**src/rtl/rsp_pkg.sv**
```systemverilog
// Shared definitions for mem_reader: default widths and FSM state encoding.
package rsp_pkg;

    localparam int DEF_ADDR_W = 8;
    localparam int DEF_DATA_W = 8;
    localparam int DEF_LEN_W  = 4;

    typedef enum logic [2:0] {
        ST_IDLE = 3'd0,
        ST_REQ  = 3'd1,
        ST_CAP  = 3'd2,
        ST_HOLD = 3'd3,
        ST_DONE = 3'd4
    } state_e;

endpackage

```
**src/rtl/mem_reader.sv**
```systemverilog
// Burst memory reader: issues one read per word and holds each word until the consumer takes it.
// Build option MEM_READER_WRAP_EN lets a burst wrap past the top address instead of rejecting it.
module mem_reader
    import rsp_pkg::*;
#(
    parameter int ADDR_W = DEF_ADDR_W,
    parameter int DATA_W = DEF_DATA_W,
    parameter int LEN_W  = DEF_LEN_W
) (
    input  logic              mem_reader_clk,
    input  logic              mem_reader_rst,
    input  logic              mem_reader_start,
    input  logic [ADDR_W-1:0] mem_reader_base,
    input  logic [LEN_W-1:0]  mem_reader_len,
    output logic [ADDR_W-1:0] mem_reader_mem_addr,
    output logic              mem_reader_mem_rd_en,
    input  logic [DATA_W-1:0] mem_reader_mem_data,
    output logic [DATA_W-1:0] mem_reader_out_data,
    output logic              mem_reader_out_valid,
    input  logic              mem_reader_out_ready,
    output logic              mem_reader_busy,
    output logic              mem_reader_done,
    output logic              mem_reader_err
);

    state_e            state_q, state_d;
    logic [ADDR_W-1:0] addr_q;
    logic [LEN_W-1:0]  cnt_q;
    logic [DATA_W-1:0] out_data_q;
    logic              out_valid_q;
    logic              err_q;

    logic start_seen;
    logic start_bad;
    logic start_ok;
    logic accept;

`ifdef MEM_READER_WRAP_EN
    assign start_bad = 1'b0;
`else
    // One extra bit catches a burst that would run past the top address.
    logic [ADDR_W:0] end_addr;
    assign end_addr  = (ADDR_W+1)'(mem_reader_base) + (ADDR_W+1)'(mem_reader_len);
    assign start_bad = end_addr[ADDR_W];
`endif

    assign start_seen = (state_q == ST_IDLE) && mem_reader_start;
    assign start_ok   = start_seen && !start_bad;

    // Handshake: a word transfers at any rising edge where out_valid and out_ready are
    // both high; out_valid only rises in HOLD, so ready at other times is ignored.
    assign accept = (state_q == ST_HOLD) && mem_reader_out_ready;

    always_ff @(posedge mem_reader_clk) begin
        if (mem_reader_rst) begin
            state_q <= ST_IDLE;
        end else begin
            state_q <= state_d;
        end
    end

    always_comb begin
        state_d = state_q;
        case (state_q)
            ST_IDLE: if (start_ok) state_d = ST_REQ;
            ST_REQ:  state_d = ST_CAP;
            ST_CAP:  state_d = ST_HOLD;
            ST_HOLD: if (accept) state_d = (cnt_q == '0) ? ST_DONE : ST_REQ;
            ST_DONE: state_d = ST_IDLE;
            default: state_d = ST_IDLE;
        endcase
    end

    always_comb begin
        mem_reader_mem_rd_en = (state_q == ST_REQ);
        mem_reader_mem_addr  = mem_reader_mem_rd_en ? addr_q : '0;
        mem_reader_busy      = (state_q != ST_IDLE);
        mem_reader_done      = (state_q == ST_DONE);
        mem_reader_out_data  = out_data_q;
        mem_reader_out_valid = out_valid_q;
        mem_reader_err       = err_q;
    end

    always_ff @(posedge mem_reader_clk) begin
        if (mem_reader_rst) begin
            addr_q      <= '0;
            cnt_q       <= '0;
            out_data_q  <= '0;
            out_valid_q <= 1'b0;
            err_q       <= 1'b0;
        end else begin
            err_q <= start_seen && start_bad;
            if (start_ok) begin
                addr_q <= mem_reader_base;
                cnt_q  <= mem_reader_len;
            end
            if (state_q == ST_CAP) begin
                out_data_q  <= mem_reader_mem_data;
                out_valid_q <= 1'b1;
            end
            if (accept) begin
                out_valid_q <= 1'b0;
                addr_q      <= addr_q + ADDR_W'(1);
                cnt_q       <= cnt_q - LEN_W'(1);
            end
        end
    end

endmodule

```
**config.mk**
```make
export PLATFORM = sky130hd
export DESIGN_NAME = mem_reader
export DESIGN_NICKNAME = d
export VERILOG_FILES = /design/src/rtl/rsp_pkg.sv /design/src/rtl/mem_reader.sv
export SDC_FILE = /design/constraint.sdc
export NUM_CORES = 1
export LEC_CHECK = 0
export BUFFER_PORTS_ARGS = -buffer_cell sky130_fd_sc_hd__buf_2
export CAP_MARGIN = 10
export CORE_MARGIN = 3
export CORE_UTILIZATION = 54
export DETAILED_ROUTE_END_ITERATION = 8
export GPL_ROUTABILITY_DRIVEN = 0
export PLACE_DENSITY = 0.95
export SLEW_MARGIN = 20
export SYNTH_ARGS = -nofsm -noshare
export SYNTH_HDL_FRONTEND = slang
export SYNTH_SLANG_ARGS = --single-unit
```
**constraint.sdc**
```tcl
create_clock -name mem_reader_clk -period 3.6 [get_ports mem_reader_clk]
set_input_delay 0.18 -clock mem_reader_clk [delete_from_list [all_inputs] [get_ports mem_reader_clk]]
set_output_delay 0.18 -clock mem_reader_clk [all_outputs]
set_load 0.02 [all_outputs]
```
==> run_results.csv, run 1 <==
group,metric,value,unit
timing,setup_viol,0,
min_path,hold_end,"state_q[1]",
drt,drc,0,
critical_path,r2r_setup_slack,1.77,ns
die,rows,17,
pwr,irDropWorstVdd,0.328,mV
finish,design_area,1640,um2
logic_synthesis,synth-compound-area-share,23.4,%
logic_synthesis,synth_xor_area_share,0,%
clocking,cts_buffers,3,
timing,fin_skew,0.00560,ns
clocking,cts_setup_buffers,0,
clocking,ctsRootBufferMaster,"clkbuf_4",
drt,met2_length,1.85,mm
timing,maxSlewViolCount,0,
clocking,cts_tree,"done",
min_path,whs_path_depth,2,
drt,dr.pass1.iters,4,
clocking,cts_resized,0,
clocking,cts_sinks,25,
pwr,leakage,0.726,nW
clocking,clkTransAtPathRegs,0.14,ns
global_route,antenna_found_initial,0,
timing,rsz0062_at_grt,"no",
clocking,insertion_delay,0.32,ns
global_route,grt_pass1_wl,5.89,mm
die,die_height,56.7,um
timing,final.period_utilization,62.8,%
die,dieArea,3210,um2
drt,vias,1416,
timing,slew_headroom,32.5,%
placement,io_buffers,44,
timing,setup_tns,0,ns
logic_synthesis,synth.avg_cell_area,8.89,um2
drt,wl_met1,1.32,mm
timing,min_period,2.26,ns
logic_synthesis,ys_ff_latch,25,
run_status,outcome,"complete, no violations",
finish,syn_to_final_growth,17.9,%
die,start_util,59.8,%
clocking,htreeDepth,1,
logic_synthesis,syn_inst,156,
finish,fillCellCount,180,
placement,place_area,1610,um2
drt,wire_per_inst,15.9,um
clocking,postCtsHoldBufs,0,
global_route,first_global_vias,1379,
critical_path,cp-end-kind,"output pin",
critical_path,reg2regPathDepth,4,
global_route,grtUsageTotal,22.8,%
drt,drt_iter0_markers,80,
finish,nets,227,
finish,diodes,0,
drt,ant_nets,0,
logic_synthesis,syn-num-nets,186,
placement,place_hpwl,2.73,mm
critical_path,required,3.42,ns
flow_run,cap_violations,0,
logic_synthesis,synthAdderAreaFrac,5.41,%
critical_path,critPathLaunch,"state_q[0]",
timing,fmax,0.442,GHz
critical_path,r2r_start,"state_q[1]",
global_route,grt.overflow.total,0,
drt,wl_met3,313,um
critical_path,path_class,"flip-flop to output pin",
timing,worst_pin_slew,1.01,ns
drt,vias_per_cell,6.32,
logic_synthesis,synth.distinct_cells,45,
logic_synthesis,yosysSeqAreaShare,36.1,%
die,die_x,56.7,um
clocking,cts_buffer_depth,2,
timing,finalHoldViolCount,0,
logic_synthesis,synthSimpleGateAreaFrac,23.1,%
critical_path,startpoint_type,"flip-flop",
critical_path,cp_max_fo,10,
drt,wl,3.56,mm
min_path,hold_path_class,"input port to flip-flop",
logic_synthesis,synth_top_family_by_area,"compound AO/OA/AOI/OAI gates",
global_route,grt_max_degree,28,
critical_path,critPathArrivalTime,2.08,ns
critical_path,regToRegEndpoint,"addr_q[3]",
min_path,hold_start,"mem_reader_out_ready",
logic_synthesis,synth_area,1390,um2
drt,top_layer_used,"met4",
die,ios,45,
pwr,cellPowerDensity,387,nW/um2
finish,drive_gt1_share,31.6,%
logic_synthesis,ys_warn_count,0,
die,core_area,2320,um2
logic_synthesis,synth.area.mux_share,5.77,%
[logic make-up after synthesis]
family | count (synthesis)
muxes | 8
DFF | 25
AOI/OAI and AO/OA | 42
adders and majority gates | 6
and+or+nand+nor | 56
buffers and inverters | 19
[routing by layer]
| metal | GRT usage (%) | vias up |
|---|---|---|
| met4 | 12.2 | 0 |
| met5 | 0 | - |
| met2 | 41.7 | 82 |
| met1 | 24.9 | 652 |
| li1 | - | 670 |
| met3 | 2.99 | 12 |
[Yosys cell counts]
cell type,instances,area share (%)
nor3b_1,3,1.6
a41oi_1,1,0.63
or3_2,1,0.54
buf_2,3,1.1
ha_1,6,5.4
o31ai_1,1,0.54
a2111oi_2,1,1.1
a21o_2,1,0.63
o32a_1,1,0.72
o22ai_1,1,0.45
o211ai_1,3,1.6
a311o_1,1,0.72
nor2_4,1,0.81
o21ai_0,4,1.4
o311a_1,1,0.72
or4b_4,1,0.99
a21oi_1,6,2.2
nand3_1,7,2.5
nor2_1,16,4.3
buf_4,1,0.54
buf_6,1,0.81
a31oi_1,7,3.2
nand2_1,4,1.1
o31a_1,2,1.3
and4_1,1,0.63
o21a_1,1,0.54
dfxtp_1,25,36
mux2i_1,8,5.8
buf_1,1,0.27
o41ai_1,1,0.63
inv_1,9,2.4
or2_2,1,0.45
nor3_1,4,1.4
and3_1,2,0.90
nand4_1,3,1.4
nand4b_1,2,1.3
and2_1,8,3.6
clkbuf_1,4,1.1
a2111oi_0,1,0.63
and4b_1,1,0.72
o221a_2,5,4.1
a22oi_1,2,1.1
a221oi_1,1,0.63
or3_4,1,0.81
a221o_1,1,0.72
[layout make-up]
cell class	count	area, um2	area share (%)
multi-input cells	112	801	49.0
flip-flops and latches	25	500	30.6
well taps	28	35.0	2.14
clock buffers	3	22.5	1.38
clock inverters	1	7.51	0.459
inverters	9	33.8	2.07
repair buffers	46	235	14.4
[critical path, cell delays in order, from the launching register on]
cell     delay (ns)
dfxtp_1        0.51
nor3b_1        0.86
and2_1         0.23
buf_2          0.17
[cells in the final DEF (no fill, tap or decap), drive strengths merged, types with 3 or more instances in the layout]
cell    instances
inv             9
o211ai          3
nor3            4
dfxtp          25
ha              6
and2            8
nand3           7
o221a           5
nor3b           3
o21ai           4
a21oi           6
mux2i           8
nand2           4
clkbuf          3
nand4           3
nor2           17
buf            46
a31oi           7
[power by group]
group	leakage [nW]	internal (W)	switching, W
Clock	0.0139	0.0000424	0.0000854
Sequential	0.205	0.000302	0.0000275
Combinational	0.507	0.0000742	0.000100
Total	0.726	0.000419	0.000213
[how the worst max path moves through the flow]
stage | endpoint | slack, ns
2_1_floorplan | mem_reader_mem_addr[0] | 1.84
3_3_place_gp | addr_q[7] | 1.76
3_5_place_dp | cnt_q[1] | 1.65
4_1_cts | mem_reader_mem_addr[7] | 1.30
5_1_grt | mem_reader_mem_addr[5] | 1.14
6_report | mem_reader_mem_addr[7] | 1.34
[sequential cells by signal, indices dropped and copies added, names as in the netlist]
name and count:
mem_reader_out_valid 1, addr_q 8, cnt_q 4, state_q 3
mem_reader_out_data 8, mem_reader_err 1
[per-stage QoR]
step / instances / hold WS (ns) / setup WS, ns / util (%) / power (W)
2_1_floorplan: 156 / 0.290 / 1.84 / - / 0.000455
3_3_place_gp: 220 / 0.411 / 1.76 / 69.2 / 0.000494
3_5_place_dp: 220 / 0.422 / 1.65 / 69.2 / 0.000508
4_1_cts: 224 / 0.0696 / 1.30 / 70.5 / 0.000633
5_1_grt: 224 / 0.0538 / 1.14 / 70.5 / 0.000669
6_report: 224 / 0.0765 / 1.34 / 70.5 / 0.000632
No activity file was read; power rests on OpenSTA's default activity.
==> inputs of run 2 (changes only) <==
--- a/config.mk
+++ b/config.mk
@@ -5,13 +5,14 @@
 export SDC_FILE = /design/constraint.sdc
 export NUM_CORES = 1
 export LEC_CHECK = 0
+export ABC_AREA = 1
 export BUFFER_PORTS_ARGS = -buffer_cell sky130_fd_sc_hd__buf_2
 export CAP_MARGIN = 10
 export CORE_MARGIN = 3
-export CORE_UTILIZATION = 54
+export CORE_UTILIZATION = 50
 export DETAILED_ROUTE_END_ITERATION = 8
 export GPL_ROUTABILITY_DRIVEN = 0
-export PLACE_DENSITY = 0.95
+export PLACE_DENSITY = 0.89
 export SLEW_MARGIN = 20
 export SYNTH_ARGS = -nofsm -noshare
 export SYNTH_HDL_FRONTEND = slang
==> constraint.sdc (replaced) <==
create_clock -name mem_reader_clk -period 2.1 [get_ports mem_reader_clk]
set_input_delay 0.105 -clock mem_reader_clk [delete_from_list [all_inputs] [get_ports mem_reader_clk]]
set_output_delay 0.105 -clock mem_reader_clk [all_outputs]
set_load 0.02 [all_outputs]
==> run_results.csv, run 2 <==
group,metric,value,unit
die,ios,45,
critical_path,startpoint_type,"flip-flop",
global_route,gr-usage-met3,3.24,%
min_path,hold_end,"cnt_q[3]",
finish,drive_gt1_share,26.0,%
flow_run,cap_violations,0,
logic_synthesis,synthTopCellsByCount,"nand2_1 (40), inv_1 (31), dfxtp_1 (25)",
timing,slew_headroom,61.2,%
critical_path,crit_slowest_cell,"dfxtp_1",
logic_synthesis,ys_ff_latch,25,
clocking,ctsRootBufferMaster,"clkbuf_4",
finish,fillCellCount,258,
drt,wl,3.45,mm
pwr,p_sw,0.000782,W
drt,drc,0,
run_status,outcome,"complete, no violations",
min_path,whs_path_depth,3,
clocking,clkTransAtPathRegs,0.14,ns
logic_synthesis,synth.distinct_cells,30,
die,rows,18,
finish,mostFrequentLayoutCell,"buf_2",
logic_synthesis,syn_inst,214,
critical_path,path_class,"flip-flop to output pin",
die,die_height,60.0,um
pwr,leakage,0.815,nW
timing,min_period,1.63,ns
pwr,seqPwrFrac,41.4,%
finish,syn_to_final_growth,16.4,%
drt,ant_nets,0,
critical_path,cp_top_family,"flip-flops",
logic_synthesis,ys_warn_count,0,
drt,dr.pass1.iters,4,
logic_synthesis,yosys.area.top_type_share,34.3,%
clocking,htreeDepth,1,
logic_synthesis,yosysSeqAreaShare,34.3,%
min_path,hold_path_class,"input port to flip-flop",
timing,fin_skew,0.00228,ns
logic_synthesis,synthArstFlopShare,0,%
pwr,p_sw_share,45.5,%
logic_synthesis,synth_top_area_cell,"dfxtp_1",
clocking,cts_setup_buffers,0,
global_route,busiest_layer,"met2",
critical_path,critPathArrivalTime,1.53,ns
logic_synthesis,synthFlopType,"dfxtp_1",
logic_synthesis,synth.avg_cell_area,6.81,um2
min_path,hold_start,"mem_reader_len[3]",
logic_synthesis,yosysMostFrequentCell,"nand2_1",
critical_path,worst-path-buf-inv,3,
logic_synthesis,syn-num-nets,244,
clocking,cts_buffer_depth,2,
die,dieArea,3600,um2
global_route,grt.overflow.total,0,
clocking,cts_sinks,25,
finish,nets,285,
critical_path,cp_cell_sequence,"inv_1 -> nor3_1 -> inv_2 -> nor2_1 -> buf_2",
clocking,cts_resized,0,
global_route,grtUsageMet1,28.6,%
logic_synthesis,synth_edf_count,0,
timing,worst_pin_slew,0.581,ns
pwr,p_int,0.000936,W
global_route,grt_pass1_wl,5.62,mm
critical_path,r2r_start,"state_q[1]",
timing,maxSlewViolCount,0,
timing,setup_viol,0,
drt,drt_iter0_markers,87,
global_route,antenna_found_initial,0,
pwr,cellPowerDensity,1010,nW/um2
critical_path,reg2regPathDepth,3,
critical_path,required,2.00,ns
drt,vias_per_cell,5.22,
timing,setup_tns,0,ns
die,start_util,55.8,%
drt,wire_per_inst,12.2,um
global_route,grtUsageTotal,20.1,%
global_route,grt_max_degree,25,
clocking,cts_tree,"done",
timing,final.period_utilization,77.8,%
finish,utilization,64.9,%
drt,vias,1483,
placement,io_buffers,44,
finish,final_cell_mix,"buf_2 (44), nand2_1 (40), inv_1 (31)",
clocking,cts_buffers,3,
timing,rsz0062_at_grt,"no",
timing,fmax,0.612,GHz
critical_path,r2r_setup_slack,0.59,ns
critical_path,slowest_delay,0.45,ns
die,core_area,2610,um2
global_route,met2_usage,31.3,%
timing,finalHoldViolCount,0,
clocking,postCtsHoldBufs,0,
global_route,first_global_vias,1293,
pwr,p_comb_share,45.4,%
pwr,p_clk_share,13.1,%
logic_synthesis,synthTopCellsByArea,"dfxtp_1 (34%), nand2_1 (10%), inv_1 (8.0%), nand3_1 (6.9%), a21oi_1 (5.5%)",
clocking,insertion_delay,0.32,ns
pwr,irDropWorstVdd,0.789,mV
die,die_x,60.0,um
logic_synthesis,synth_area,1460,um2
critical_path,cp-end-kind,"output pin",
finish,diodes,0,
critical_path,cp_max_fo,9,
critical_path,regToRegEndpoint,"mem_reader_out_data[5]",
placement,place_hpwl,2.58,mm
## run 2: layout make-up
| class | count | area, um2 | area share (%) |
|---|---|---|---|
| clock inverters | 1 | 7.51 | 0.442 |
| multi-input cells | 146 | 773 | 45.6 |
| repair buffers | 45 | 228 | 13.4 |
| flip-flops and latches | 25 | 500 | 29.5 |
| well taps | 30 | 37.5 | 2.21 |
| clock buffers | 3 | 22.5 | 1.33 |
| inverters | 34 | 128 | 7.52 |
## run 2: layer usage
metal | vias to the layer above | wire length, um
li1 | 769 | -
met1 | 663 | 1630
met2 | 44 | 1590
met3 | 7 | 190
met4 | 0 | 37
met5 | - | 0
## run 2: worst register-to-register path: stages (launching register included)
cell and delay, ns:
dfxtp_1 0.50, nand3_1 0.47, o21ai_0 0.36, a21oi_1 0.06
## run 2: through the flow
stage               hold slack (ns)  cell area (um2)  cells  power [W]  setup slack [ns]
CTS                          0.0297             1700    284    0.00171             0.466
detailed placement            0.375             1670    280    0.00149             0.613
global route                 0.0353             1700    284    0.00185             0.337
finish                       0.0203             1700    284    0.00172             0.467
floorplan                     0.240             1460    214    0.00130             0.495
global placement              0.367             1670    280    0.00147             0.665
## run 2: cell families (layout without fill, tap and decap cells)
family          after synthesis  in the layout  share of synthesized area, %
xor+xnor                      3              3                          1.80
flops                        25             25                          34.3
fa+ha+maj                     6              6                          5.15
compound gates               40             40                          15.4
buf+inv                      43             83                          12.6
simple gates                 97             97                          30.7
## run 2: power by group through the flow
stage          combinational, W  sequential, W  clock (W)
6_report               0.000780       0.000712   0.000226
5_1_grt                0.000877       0.000732   0.000245
4_1_cts                0.000778       0.000708   0.000226
3_5_place_dp           0.000774       0.000720          0
3_3_place_gp           0.000758       0.000717          0
2_1_floorplan          0.000537       0.000766          0
## run 2: worst max path at each step
stage / startpoint / endpoint / slack [ns] / cells after the start
2_1_floorplan: state_q[0] / mem_reader_mem_addr[0] / 0.49 / 4
3_3_place_gp: mem_reader_base[1] / addr_q[7] / 0.67 / 11
3_5_place_dp: mem_reader_base[3] / addr_q[3] / 0.61 / 9
4_1_cts: state_q[0] / mem_reader_mem_addr[0] / 0.47 / 5
5_1_grt: state_q[0] / mem_reader_mem_addr[3] / 0.34 / 5
6_report: state_q[0] / mem_reader_mem_addr[0] / 0.47 / 5
